==> src/rtl/perf_frame_serializer_pkg.sv <==
// Shared types and defaults for the performance counter frame serializer.
// Imported by the byte mux and the top level.
package perf_frame_serializer_pkg;

    typedef enum logic [2:0] {
        IDLE,
        HDR,
        DATA,
        CSUM,
        DONE
    } state_t;

    localparam int         DEF_NUM_CNT   = 8;
    localparam int         DEF_CNT_W     = 32;
    localparam logic [7:0] DEF_HEADER    = 8'hA5;
    localparam int         BYTES_PER_CNT = DEF_CNT_W / 8;
    localparam int         DATA_BYTES    = DEF_NUM_CNT * BYTES_PER_CNT;

endpackage

==> src/rtl/perf_byte_mux.sv <==
// Selects data byte idx from the counter snapshot.
// Counters go in index order, each one MSB byte first.
module perf_byte_mux
    import perf_frame_serializer_pkg::*;
#(
    parameter int NUM_CNT = DEF_NUM_CNT,
    parameter int CNT_W   = DEF_CNT_W,
    parameter int IDX_W   = 5
) (
    input  logic [NUM_CNT*CNT_W-1:0] snap,
    input  logic [IDX_W-1:0]         idx,
    output logic [7:0]               data_byte
);

    localparam int BPC = CNT_W / 8;
    localparam int NB  = NUM_CNT * BPC;

    logic [7:0] lane [NB];

    for (genvar b = 0; b < NB; b++) begin : g_lane
        localparam int C = b / BPC;
        localparam int S = BPC - 1 - (b % BPC);
        assign lane[b] = snap[C*CNT_W + S*8 +: 8];
    end

    // byte lookup in frame order
    always_comb begin
        data_byte = '0;
        if (int'(idx) < NB) begin
            data_byte = lane[idx];
        end
    end

endmodule

==> src/rtl/perf_frame_serializer.sv <==
// Snapshots the counter bank on a cpu_done rising edge and streams
// header, counter bytes and an XOR checksum over a valid/ready byte port.
module perf_frame_serializer
    import perf_frame_serializer_pkg::*;
#(
    parameter int         NUM_CNT = DEF_NUM_CNT,
    parameter int         CNT_W   = DEF_CNT_W,
    parameter logic [7:0] HEADER  = DEF_HEADER
) (
    input  logic                     clk,
    input  logic                     rstn,
    input  logic                     cpu_done,
    input  logic [NUM_CNT*CNT_W-1:0] cnt_i,
    input  logic                     tx_ready,
    output logic                     tx_valid,
    output logic [7:0]               tx_byte,
    output logic                     frame_busy,
    output logic                     frame_done
);

    localparam int BPC   = CNT_W / 8;
    localparam int NB    = NUM_CNT * BPC;
    localparam int IDX_W = (NB > 1) ? $clog2(NB) : 1;
    localparam logic [IDX_W-1:0] LAST_IDX = IDX_W'(NB - 1);

    state_t                   state_q;
    state_t                   state_d;
    logic [NUM_CNT*CNT_W-1:0] snap_q;
    logic [IDX_W-1:0]         idx_q;
    logic [7:0]               csum_q;
    logic [7:0]               data_byte;
    logic                     cpu_done_d;
    logic                     trig;
    logic                     accept;

    assign trig   = cpu_done & ~cpu_done_d;
    assign accept = tx_valid & tx_ready;

    perf_byte_mux #(
        .NUM_CNT (NUM_CNT),
        .CNT_W   (CNT_W),
        .IDX_W   (IDX_W)
    ) u_mux (
        .snap      (snap_q),
        .idx       (idx_q),
        .data_byte (data_byte)
    );

    // cpu_done history; reset high so a level held through reset is not an edge
    always_ff @(posedge clk or negedge rstn) begin
        if (!rstn) begin
            cpu_done_d <= 1'b1;
        end else begin
            cpu_done_d <= cpu_done;
        end
    end

    // frame state register
    always_ff @(posedge clk or negedge rstn) begin
        if (!rstn) begin
            state_q <= IDLE;
        end else begin
            state_q <= state_d;
        end
    end

    // next state and outputs, all decoded from the current state
    always_comb begin
        state_d    = state_q;
        tx_valid   = 1'b0;
        tx_byte    = '0;
        frame_busy = 1'b0;
        frame_done = 1'b0;
        unique case (state_q)
            IDLE: begin
                if (trig) state_d = HDR;
            end
            HDR: begin
                tx_valid   = 1'b1;
                tx_byte    = HEADER;
                frame_busy = 1'b1;
                if (tx_ready) state_d = DATA;
            end
            DATA: begin
                tx_valid   = 1'b1;
                tx_byte    = data_byte;
                frame_busy = 1'b1;
                if (tx_ready && idx_q == LAST_IDX) state_d = CSUM;
            end
            CSUM: begin
                tx_valid   = 1'b1;
                tx_byte    = csum_q;
                frame_busy = 1'b1;
                if (tx_ready) state_d = DONE;
            end
            DONE: begin
                frame_done = 1'b1;
                state_d    = IDLE;
            end
            default: state_d = IDLE;
        endcase
    end

    // snapshot capture, byte index and running checksum
    always_ff @(posedge clk or negedge rstn) begin
        if (!rstn) begin
            snap_q <= '0;
            idx_q  <= '0;
            csum_q <= '0;
        end else if (state_q == IDLE && trig) begin
            snap_q <= cnt_i;
            idx_q  <= '0;
            csum_q <= '0;
        end else if (state_q == DATA && accept) begin
            csum_q <= csum_q ^ data_byte;
            idx_q  <= (idx_q == LAST_IDX) ? '0 : idx_q + 1'b1;
        end
    end

endmodule

==> config.mk <==
export PLATFORM = sky130hd
export DESIGN_NAME = perf_frame_serializer
export DESIGN_NICKNAME = d
export VERILOG_FILES = /design/src/rtl/perf_frame_serializer_pkg.sv /design/src/rtl/perf_byte_mux.sv /design/src/rtl/perf_frame_serializer.sv
export SDC_FILE = /design/constraint.sdc
export NUM_CORES = 1
export LEC_CHECK = 0
export ABC_AREA = 1
export CELL_PAD_IN_SITES_DETAIL_PLACEMENT = 0
export CELL_PAD_IN_SITES_GLOBAL_PLACEMENT = 2
export CORE_MARGIN = 2
export CORE_UTILIZATION = 27
export CTS_BUF_LIST = sky130_fd_sc_hd__clkbuf_2 sky130_fd_sc_hd__clkbuf_4 sky130_fd_sc_hd__clkbuf_8
export DETAILED_ROUTE_END_ITERATION = 10
export GPL_ROUTABILITY_DRIVEN = 1
export PLACE_DENSITY_LB_ADDON = 0.1
export SLEW_MARGIN = 40
export SYNTH_ARGS = -nofsm -noshare
export SYNTH_HDL_FRONTEND = slang
export SYNTH_SLANG_ARGS = --single-unit
==> constraint.sdc <==
create_clock -name clk -period 2.1 [get_ports clk]
set_clock_uncertainty 0.15 [all_clocks]
set_input_delay 0.42 -clock clk [delete_from_list [all_inputs] [get_ports clk]]
set_output_delay 0.42 -clock clk [all_outputs]
set_load 0.01 [all_outputs]
* Yosys cells after proc, flatten, opt, wreduce, memory -nomap -nowiden
Cells that the tools add are included.
Word-level totals: register bits 273, output and inout port bits 11, word-level logic and storage cells 44
Operators by class: $add $sub $neg 1, order comparisons 1, equality and inequality tests 9, mux-type cells 16, bitwise operators 5, reductions and logical operators 7
Operators with widths (number):
- $bmux W8 S5 | 1
- $mux W8 | 4
- $pmux W8 S3 | 1
- $mux W5 | 3
- $mux W3 | 4
- $pmux W3 S4 | 1
- $ne A2 B2 Y1 const B | 4
- $xor A8 B8 Y8 | 1
- $eq A3 B2 Y1 const B | 2
- $ge A6 B6 Y1 const B | 1
- $not A5 Y6 | 1
- $add A5 B1 Y5 const B | 1
- $eq A5 B5 Y1 const B | 1
- $reduce_and A4 Y1 | 1
- $eq A3 B1 Y1 const B | 1
- $eq A3 B3 Y1 const B | 1
- $logic_and A1 B1 Y1 | 3
- $logic_not A3 Y1 | 1
- $reduce_or A3 Y1 | 1
- $and A1 B1 Y1 | 2
- $mux W1 | 2
- $reduce_bool A2 Y1 | 1
- $not A1 Y1 | 1

* Depth between registers and ports, before layout
Gate-level depths: netlist of the first run.
depth after elaboration 7, depth in mapped cells 13, mapped depth without buffers 11

* By module
From an unflattened synthesis of the first run, not the netlist that was laid out.
Second synthesis, totals: cells, all modules 1817, area total of the unflattened synthesis 13674.4 um2
Modules (own cells, without submodules):
- perf_frame_serializer | instances 1, cells an instance 1208, area an instance 10934.2 um2, sequential area each 6832.8 um2
- perf_byte_mux | instances 1, cells an instance 609, area an instance 2740.1 um2, sequential area each 0.0 um2

* Worst setup path before layout of the first run
No wires, ideal clock.
path kind register to register, from register idx_q[3], to register idx_q[3], arrival 1.752 ns, path slack 0.062 ns, stages on the path, launching flop included 13, period minus slack after synthesis 2.038 ns, cell sequence dfrtp_1 > buf_2 > clkinv_1 > clkbuf_1 > nor2_1 > ha_1 > inv_1 > o21ai_0 > o211ai_1 > nor2_1 > inv_1 > o21ai_0 > a21oi_1
On the way: word-level cells in the longest chain between the ends 4, elaborated cells on any way between the ends 5, those cells by class add/sub: 1; eq/ne: 1; mux: 3
Ends and longest elaborated chain:
- start, declared | line perf_frame_serializer.sv:29 | logic [IDX_W-1:0] idx_q;
- start signal, assigned | line perf_frame_serializer.sv:116 | idx_q <= (idx_q == LAST_IDX) ? '0 : idx_q + 1'b1;
- $add A5 B1 Y5 / $eq A5 B5 Y1 (equally long branches) | line perf_frame_serializer.sv:116
- $mux W5 * | line perf_frame_serializer.sv:116
- $mux W5 * | line perf_frame_serializer.sv:114 | end else if (state_q == DATA && accept) begin
- $mux W5 * | line perf_frame_serializer.sv:110 | end else if (state_q == IDLE && trig) begin
Every way passes the cells marked *; elsewhere a longest branch is shown, timed or not. The select of a mux whose other input is x is not followed. A chain may end at the register's enable or synchronous reset.

* Worst setup path after layout of the first run
from register idx_q[0], to register csum_q[7]
On the way: word-level cells in the longest chain between the ends 7
Ends and longest elaborated chain:
- $not A5 Y6 (implied by the code) | line perf_byte_mux.sv:30 | data_byte = lane[idx];
- $bmux W8 S5 | line perf_byte_mux.sv:30
- $mux W8 (implied by the code) (2 in a row) | line perf_byte_mux.sv:30
- $xor A8 B8 Y8 | line perf_frame_serializer.sv:115 | csum_q <= csum_q ^ data_byte;
- $mux W8 | line perf_frame_serializer.sv:114
- $mux W8 | line perf_frame_serializer.sv:110
- end signal, assigned | line perf_frame_serializer.sv:115
- end, declared | line perf_frame_serializer.sv:30 | logic [7:0] csum_q;
No other way between the ends. The select of a mux whose other input is x is not followed.

==> results.json, run 1 <==
{
  "wirelength_mm": 52.9,
  "yosys_register_bits": 273,
  "critPathSlowestCell": "dfrtp_4",
  "synthMuxAreaShare_pct": 0,
  "grt-ovfl-total": 0,
  "grt_pass1_vias": 13480,
  "maxCapViolCount": 0,
  "critPathRequiredTime_ps": 2470,
  "cts_root_buf": "clkbuf_8",
  "io_buffers": 270,
  "fin_crit_ps": 3080,
  "setup_viol": 19,
  "cp-start-kind": "flip-flop",
  "critPathKind": "flip-flop to flip-flop",
  "synth_xor_xnor_area_share_pct": 0,
  "fin_area_mm2": 0.0205,
  "clock-sinks": 273,
  "fin_util_pct": 42.9,
  "r2r_slack_ps": -980,
  "crit_buf_inv": 14,
  "io_pins": 271,
  "die_x_um": 224,
  "violations": "setup timing",
  "rows": 80,
  "vias": 12983,
  "power_leakage_nw": 10.3,
  "worst_pin_slew_ps": 508,
  "fmax_mhz": 325,
  "setup_slack_ps": -980,
  "dp_hpwl_mm": 35.8,
  "arrival_ps": 3450,
  "gp_congestion": 0.790,
  "worst_path_largest_cell_delay_ps": 540,
  "synth_compound_area_share_pct": 0.820,
  "wl_per_cell_um": 18.4,
  "cts_tree": "yes",
  "crit_chain": "buf_8 > buf_16 > buf_16 > nand2_2 > nand3_2 > nand3_2 > nand2_2 > nand2_2 > nand3_4 > buf_6 > buf_4 > buf_4 > buf_4 > buf_4 > buf_4 > buf_4 > buf_4 > buf_4 > buf_4 > nand3_2 > nand2_1 > inv_1 > nor2_1",
  "yosys-top-cells-area": "dfrtp_1 (52%), nand2_1 (32%), nand3_1 (8.6%)",
  "ys_seq_area_share_pct": 52.1,
  "finalNetCount": 2477,
  "grt_pass1_wl_mm": 80.2,
  "drtPass1Iterations": 5,
  "grt_max_degree": 75,
  "crit_fanout": 8,
  "synth_adder_area_share_pct": 0.191,
  "yosys_warnings": 0,
  "cts_made_buffers": 51,
  "postSynthCellCount": 1804,
  "synth_top_area_share_pct": 51.9,
  "finalCritPeriodShare_pct": 147,
  "crit_family": "buffers and inverters",
  "status": "finished, violations left",
  "rsz0062_at_grt": "yes",
  "syn_nets": 2066,
  "ir_worst_vdd_mv": 0.732,
  "synth_top_family_by_area": "simple AND/OR/NAND/NOR gates",
  "ys_types": 22,
  "slew_violations": 0,
  "drc": 0,
  "p_per_area_mw_per_mm2": 1510,
  "worstSetupEndpointType": "flip-flop",
  "clock_path_buffers": 3,
  "die_area_mm2": 0.0504,
  "drive_gt1_share_pct": 22.5,
  "initial_core_util_pct": 27.4,
  "syn2layout_area_growth_pct": 56.4,
  "drtAntennaViolNets": 0,
  "htree_levels": 2,
  "synth_top_area_cell": "dfrtp_1",
  "avgSynthCellArea_um2": 7.28,
  "routed_via_density": 4.52,
  "hp-class": "primary input to flip-flop",
  "hold_violations": 0,
  "core-area_mm2": 0.0478,
  "synth_area_mm2": 0.0131,
  "insertion_delay_ps": 630,
  "placed_area_mm2": 0.0175,
  "drtIter0Drc": 961,
  "fp.dieH_um": 224,
  "relSlewSlack_pct": 66.1,
  "cpMostUsedCell": "buf_4",
  "grt_use_total_pct": 21.1,
  "antenna_found_initial": 3,
  "clk_pin_slew_ps": 60,
  "synth-simple-area-share_pct": 41.6
}
## layout by cell type (no fill, tap or decap), types with 13 or more instances in the layout
cell type           n
inv_1              20
nand3_1           107
nand3_2           106
buf_6              30
nor2_1             13
nand2_1          1051
clkbuf_4           16
dfrtp_1           269
nand2_2            54
buf_12             33
clkbuf_8           71
buf_4             122
clkdlybuf4s50_1   258
## sequential cells by signal, summed over array words and instances, names as in the netlist
name	flops
csum_q	8
idx_q	5
state_q	3
snap_q	256
cpu_done_d	1
## report_power, final
| part | switching [W] | internal, W |
|---|---|---|
| registers | 0.00164 | 0.00769 |
| logic | 0.00846 | 0.00739 |
| clock network | 0.00241 | 0.00351 |
| total | 0.0125 | 0.0186 |
## metal layers
layer | track usage, % | vias to the layer above | wire length (µm)
li1 | - | 6464 | -
met1 | 30.7 | 6126 | 25900
met2 | 31.7 | 317 | 23100
met3 | 3.87 | 72 | 2760
met4 | 6.20 | 4 | 1140
met5 | 0 | - | 27
## kinds of logic (layout without fill, tap and decap cells)
logic type                 count (synthesis)  count (layout)
AOI/OAI and AO/OA                         19              19
adders and majority gates                  2               2
buffers and inverters                    143             594
DFF                                      273             273
other                                      0               1
and+or+nand+nor                         1367            1367
## Yosys cell counts (all sizes together)
master / instances
o21ai: 9
buf: 103
inv: 27
clkinv: 2
nor2: 15
nor3: 2
dfstp: 1
nand4: 11
dfrtp: 272
nand2: 1112
clkbuf: 11
nand3: 225
nor3b: 2
o211ai: 5
a21oi: 5
ha: 2
## metrics by stage
step | worst slack [ps] | std cells | setup TNS (ps) | total power (W) | hold slack [ps]
2_1_floorplan | 61.6 | 1804 | 0 | 0.0155 | -25.6
3_3_place_gp | -837 | 2720 | -35950 | 0.0213 | 239
3_5_place_dp | -849 | 2720 | -37980 | 0.0214 | 241
4_1_cts | -1020 | 2867 | -10060 | 0.0302 | 49.0
5_1_grt | -1100 | 2871 | -11500 | 0.0335 | 57.9
6_report | -980 | 2871 | -8620 | 0.0311 | 98.6
## path summary, 6_finish.rpt
| path | start | to | cells past startpoint |
|---|---|---|---|
| worst min register to register | snap_q[188]$_DFFE_PN0P_ | snap_q[188]$_DFFE_PN0P_ | 2 |
| max in group asynchronous | rstn | snap_q[255]$_DFFE_PN0P_ | 3 |
| worst max-delay path | idx_q[0]$_DFFE_PN0P_ | csum_q[7]$_DFFE_PN0P_ | 23 |
| min in group asynchronous | rstn | snap_q[60]$_DFFE_PN0P_ | 2 |
| worst max register to register | idx_q[0]$_DFFE_PN0P_ | csum_q[7]$_DFFE_PN0P_ | 23 |
| worst min-delay path | cpu_done | cpu_done_d$_DFF_PN1_ | 1 |
## area by class of cell
class | instances | area [µm²]
multi-input cells | 1388 | 6530
repair buffers | 472 | 5090
inverters | 29 | 125
diodes | 1 | 2.50
fillers | 4924 | 27300
flip-flops and latches | 273 | 6840
clock buffers | 87 | 1100
clock inverters | 6 | 80.1
well taps | 615 | 769
## what timing repair did
| action | CTS | global route |
|---|---|---|
| hold buffers | 1 | 0 |
| hold endpoints to repair | 114 | 0 |
| pin swaps | 62 | 69 |
| setup endpoints to repair | 19 | 87 |
| cloned | 12 | 4 |
| buffers inserted | 44 | 7 |
| resized for setup | 187 | 143 |
(Power assumes the default switching activity.)
==> inputs of run 2 (changes only) <==
CORE_MARGIN = 1.5   (was 2)
HOLD_SLACK_MARGIN = 0.02   (was unset)
==> results.json, run 2 (same netlist as run 1, synthesis figures left out) <==
{
  "hold_start": "cpu_done",
  "slew_violations": 0,
  "arrival_ps": 2480,
  "power_leakage_nw": 9.87,
  "grt_use_total_pct": 20.7,
  "num_antenna_cells": 0,
  "ir_worst_vdd_mv": 0.630,
  "clock_path_buffers": 3,
  "multi_input_area_mm2": 0.00639,
  "io_pins": 271,
  "initial_core_util_pct": 27.4,
  "drtPass1Iterations": 5,
  "seqCellArea_mm2": 0.00684,
  "wl_per_cell_um": 18.2,
  "core-area_mm2": 0.0478,
  "power.total_w": 0.0295,
  "finalNetCount": 2424,
  "pre_cts_ws_ps": -928,
  "fin_crit_ps": 3050,
  "grt_max_degree": 116,
  "placed_area_mm2": 0.0172,
  "antenna_found_initial": 2,
  "die_x_um": 223,
  "final_cell_mix": "nand2_1 (1063), dfrtp_1 (269), clkdlybuf4s50_1 (258)",
  "dp_hpwl_mm": 35.1,
  "regMostFlops": "snap_q",
  "violations": "setup timing",
  "maxCapViolCount": 0,
  "relSlewSlack_pct": 65.5,
  "critPathKind": "flip-flop to primary output",
  "io_buffers": 270,
  "gp_congestion": 0.789,
  "drc": 0,
  "critPathLaunch": "idx_q[0]$_DFFE_PN0P_",
  "syn2layout_area_growth_pct": 50.3,
  "fmax_mhz": 328,
  "clk_pin_slew_ps": 60,
  "grt_pass1_wl_mm": 78.8,
  "setup_slack_ps": -951,
  "fin_area_mm2": 0.0197,
  "cp-start-kind": "flip-flop",
  "drtAntennaViolNets": 0,
  "cts_root_buf": "clkbuf_8",
  "grt_pass1_vias": 13271,
  "largest_reg_flops": 256,
  "crit_fanout": 7,
  "die_area_mm2": 0.0499,
  "hold_violations": 0,
  "critPathRequiredTime_ps": 1530,
  "hold_ws_ps": 93.3,
  "vias": 12791,
  "wirelength_mm": 51.2,
  "clock-sinks": 273,
  "reg.largest.list": "snap_q (256), csum_q (8), idx_q (5)",
  "rows": 80,
  "fill_cells": 4984,
  "status": "finished, violations left",
  "cts_tree": "yes",
  "setup_viol": 17,
  "drtIter0Drc": 851,
  "htree_levels": 2,
  "fp.dieH_um": 223,
  "routed_via_density": 4.56,
  "p_per_area_mw_per_mm2": 1500,
  "r2r-start": "idx_q[0]$_DFFE_PN0P_",
  "drive_gt1_share_pct": 19.3,
  "rsz0062_at_grt": "yes",
  "cts_made_buffers": 52,
  "insertion_delay_ps": 620,
  "fin_setup_tns_ps": -8660,
  "finalCritPeriodShare_pct": 145,
  "worstSetupEndpointType": "primary output",
  "worst_pin_slew_ps": 518,
  "hp-class": "primary input to flip-flop",
  "layout_commonest_cell": "nand2_1",
  "grt-ovfl-total": 0
}
[run 2: cell count changes in the layout (fill, tap and decap cells not counted), moves of 6 or more]
cell	change
buf_6	-13
nand3_1	+17
nand3_4	-6
nand2_1	+12
nand3_2	-11
nand2_2	-13
buf_4	-33
[run 2: metal layers]
layer | wire, µm | global-route usage [%] | part of all wire, % | vias to the layer above
met2 | 21900 | 30.6 | 43 | 311
met3 | 2700 | 3.70 | 5.3 | 70
met1 | 25500 | 30.6 | 50 | 6067
li1 | - | - | - | 6341
met5 | 13 | 0 | 0.025 | -
met4 | 1110 | 5.93 | 2.2 | 2
[run 2: final cells by class]
cell class              instances  area share [%]
inverters                      29           0.685
well taps                     615            3.90
multi-input cells            1388            32.4
flip-flops and latches        273            34.7
repair buffers                418            22.9
clock buffers                  81            5.30
clock inverters                 4           0.101
[run 2: critical path: stages (launching register included)]
cell and delay, ps:
dfrtp_4 550, inv_12 130, buf_12 140, buf_16 130, nand2_1 70, nand3_2 80
nand3_2 100, nand2_1 70, nand2_1 60, nand3_2 90, nand3_2 70, o211ai_1 160
buf_2 200
[run 2: metrics by stage]
step                utilization, %  cells
floorplan                        -   1804
global placement              36.0   2684
detailed placement            36.0   2684
CTS                           40.3   2801
global route                  41.2   2808
finish                        41.2   2808
[run 2: final timing paths]
check / to / slack (ps) / cells past startpoint
setup / recovery: tx_byte[0] / -950 / 12
hold / removal: cpu_done_d$_DFF_PN1_ / 90 / 1
setup reg to reg: csum_q[5]$_DFFE_PN0P_ / -830 / 22
hold reg to reg: snap_q[184]$_DFFE_PN0P_ / 320 / 2
max in group asynchronous: snap_q[93]$_DFFE_PN0P_ / 920 / 3
min in group asynchronous: snap_q[77]$_DFFE_PN0P_ / 150 / 2
[run 2: power by group]
part	leakage (nW)	internal (W)	switching [W]
sequential	3.42	0.00769	0.00165
clock	0.570	0.00312	0.00235
combinational	5.89	0.00664	0.00809
total	9.87	0.0174	0.0121
[run 2: what timing repair did]
| action | 4_1_cts | 5_1_grt |
|---|---|---|
| gates resized for setup | 207 | 93 |
| hold buffers | 1 | 0 |
| gates cloned | 8 | 2 |
| endpoints found under the setup margin | 19 | 27 |
| endpoints found under the hold margin | 270 | 0 |
| setup buffers | 24 | 10 |
| pin swaps | 41 | 36 |
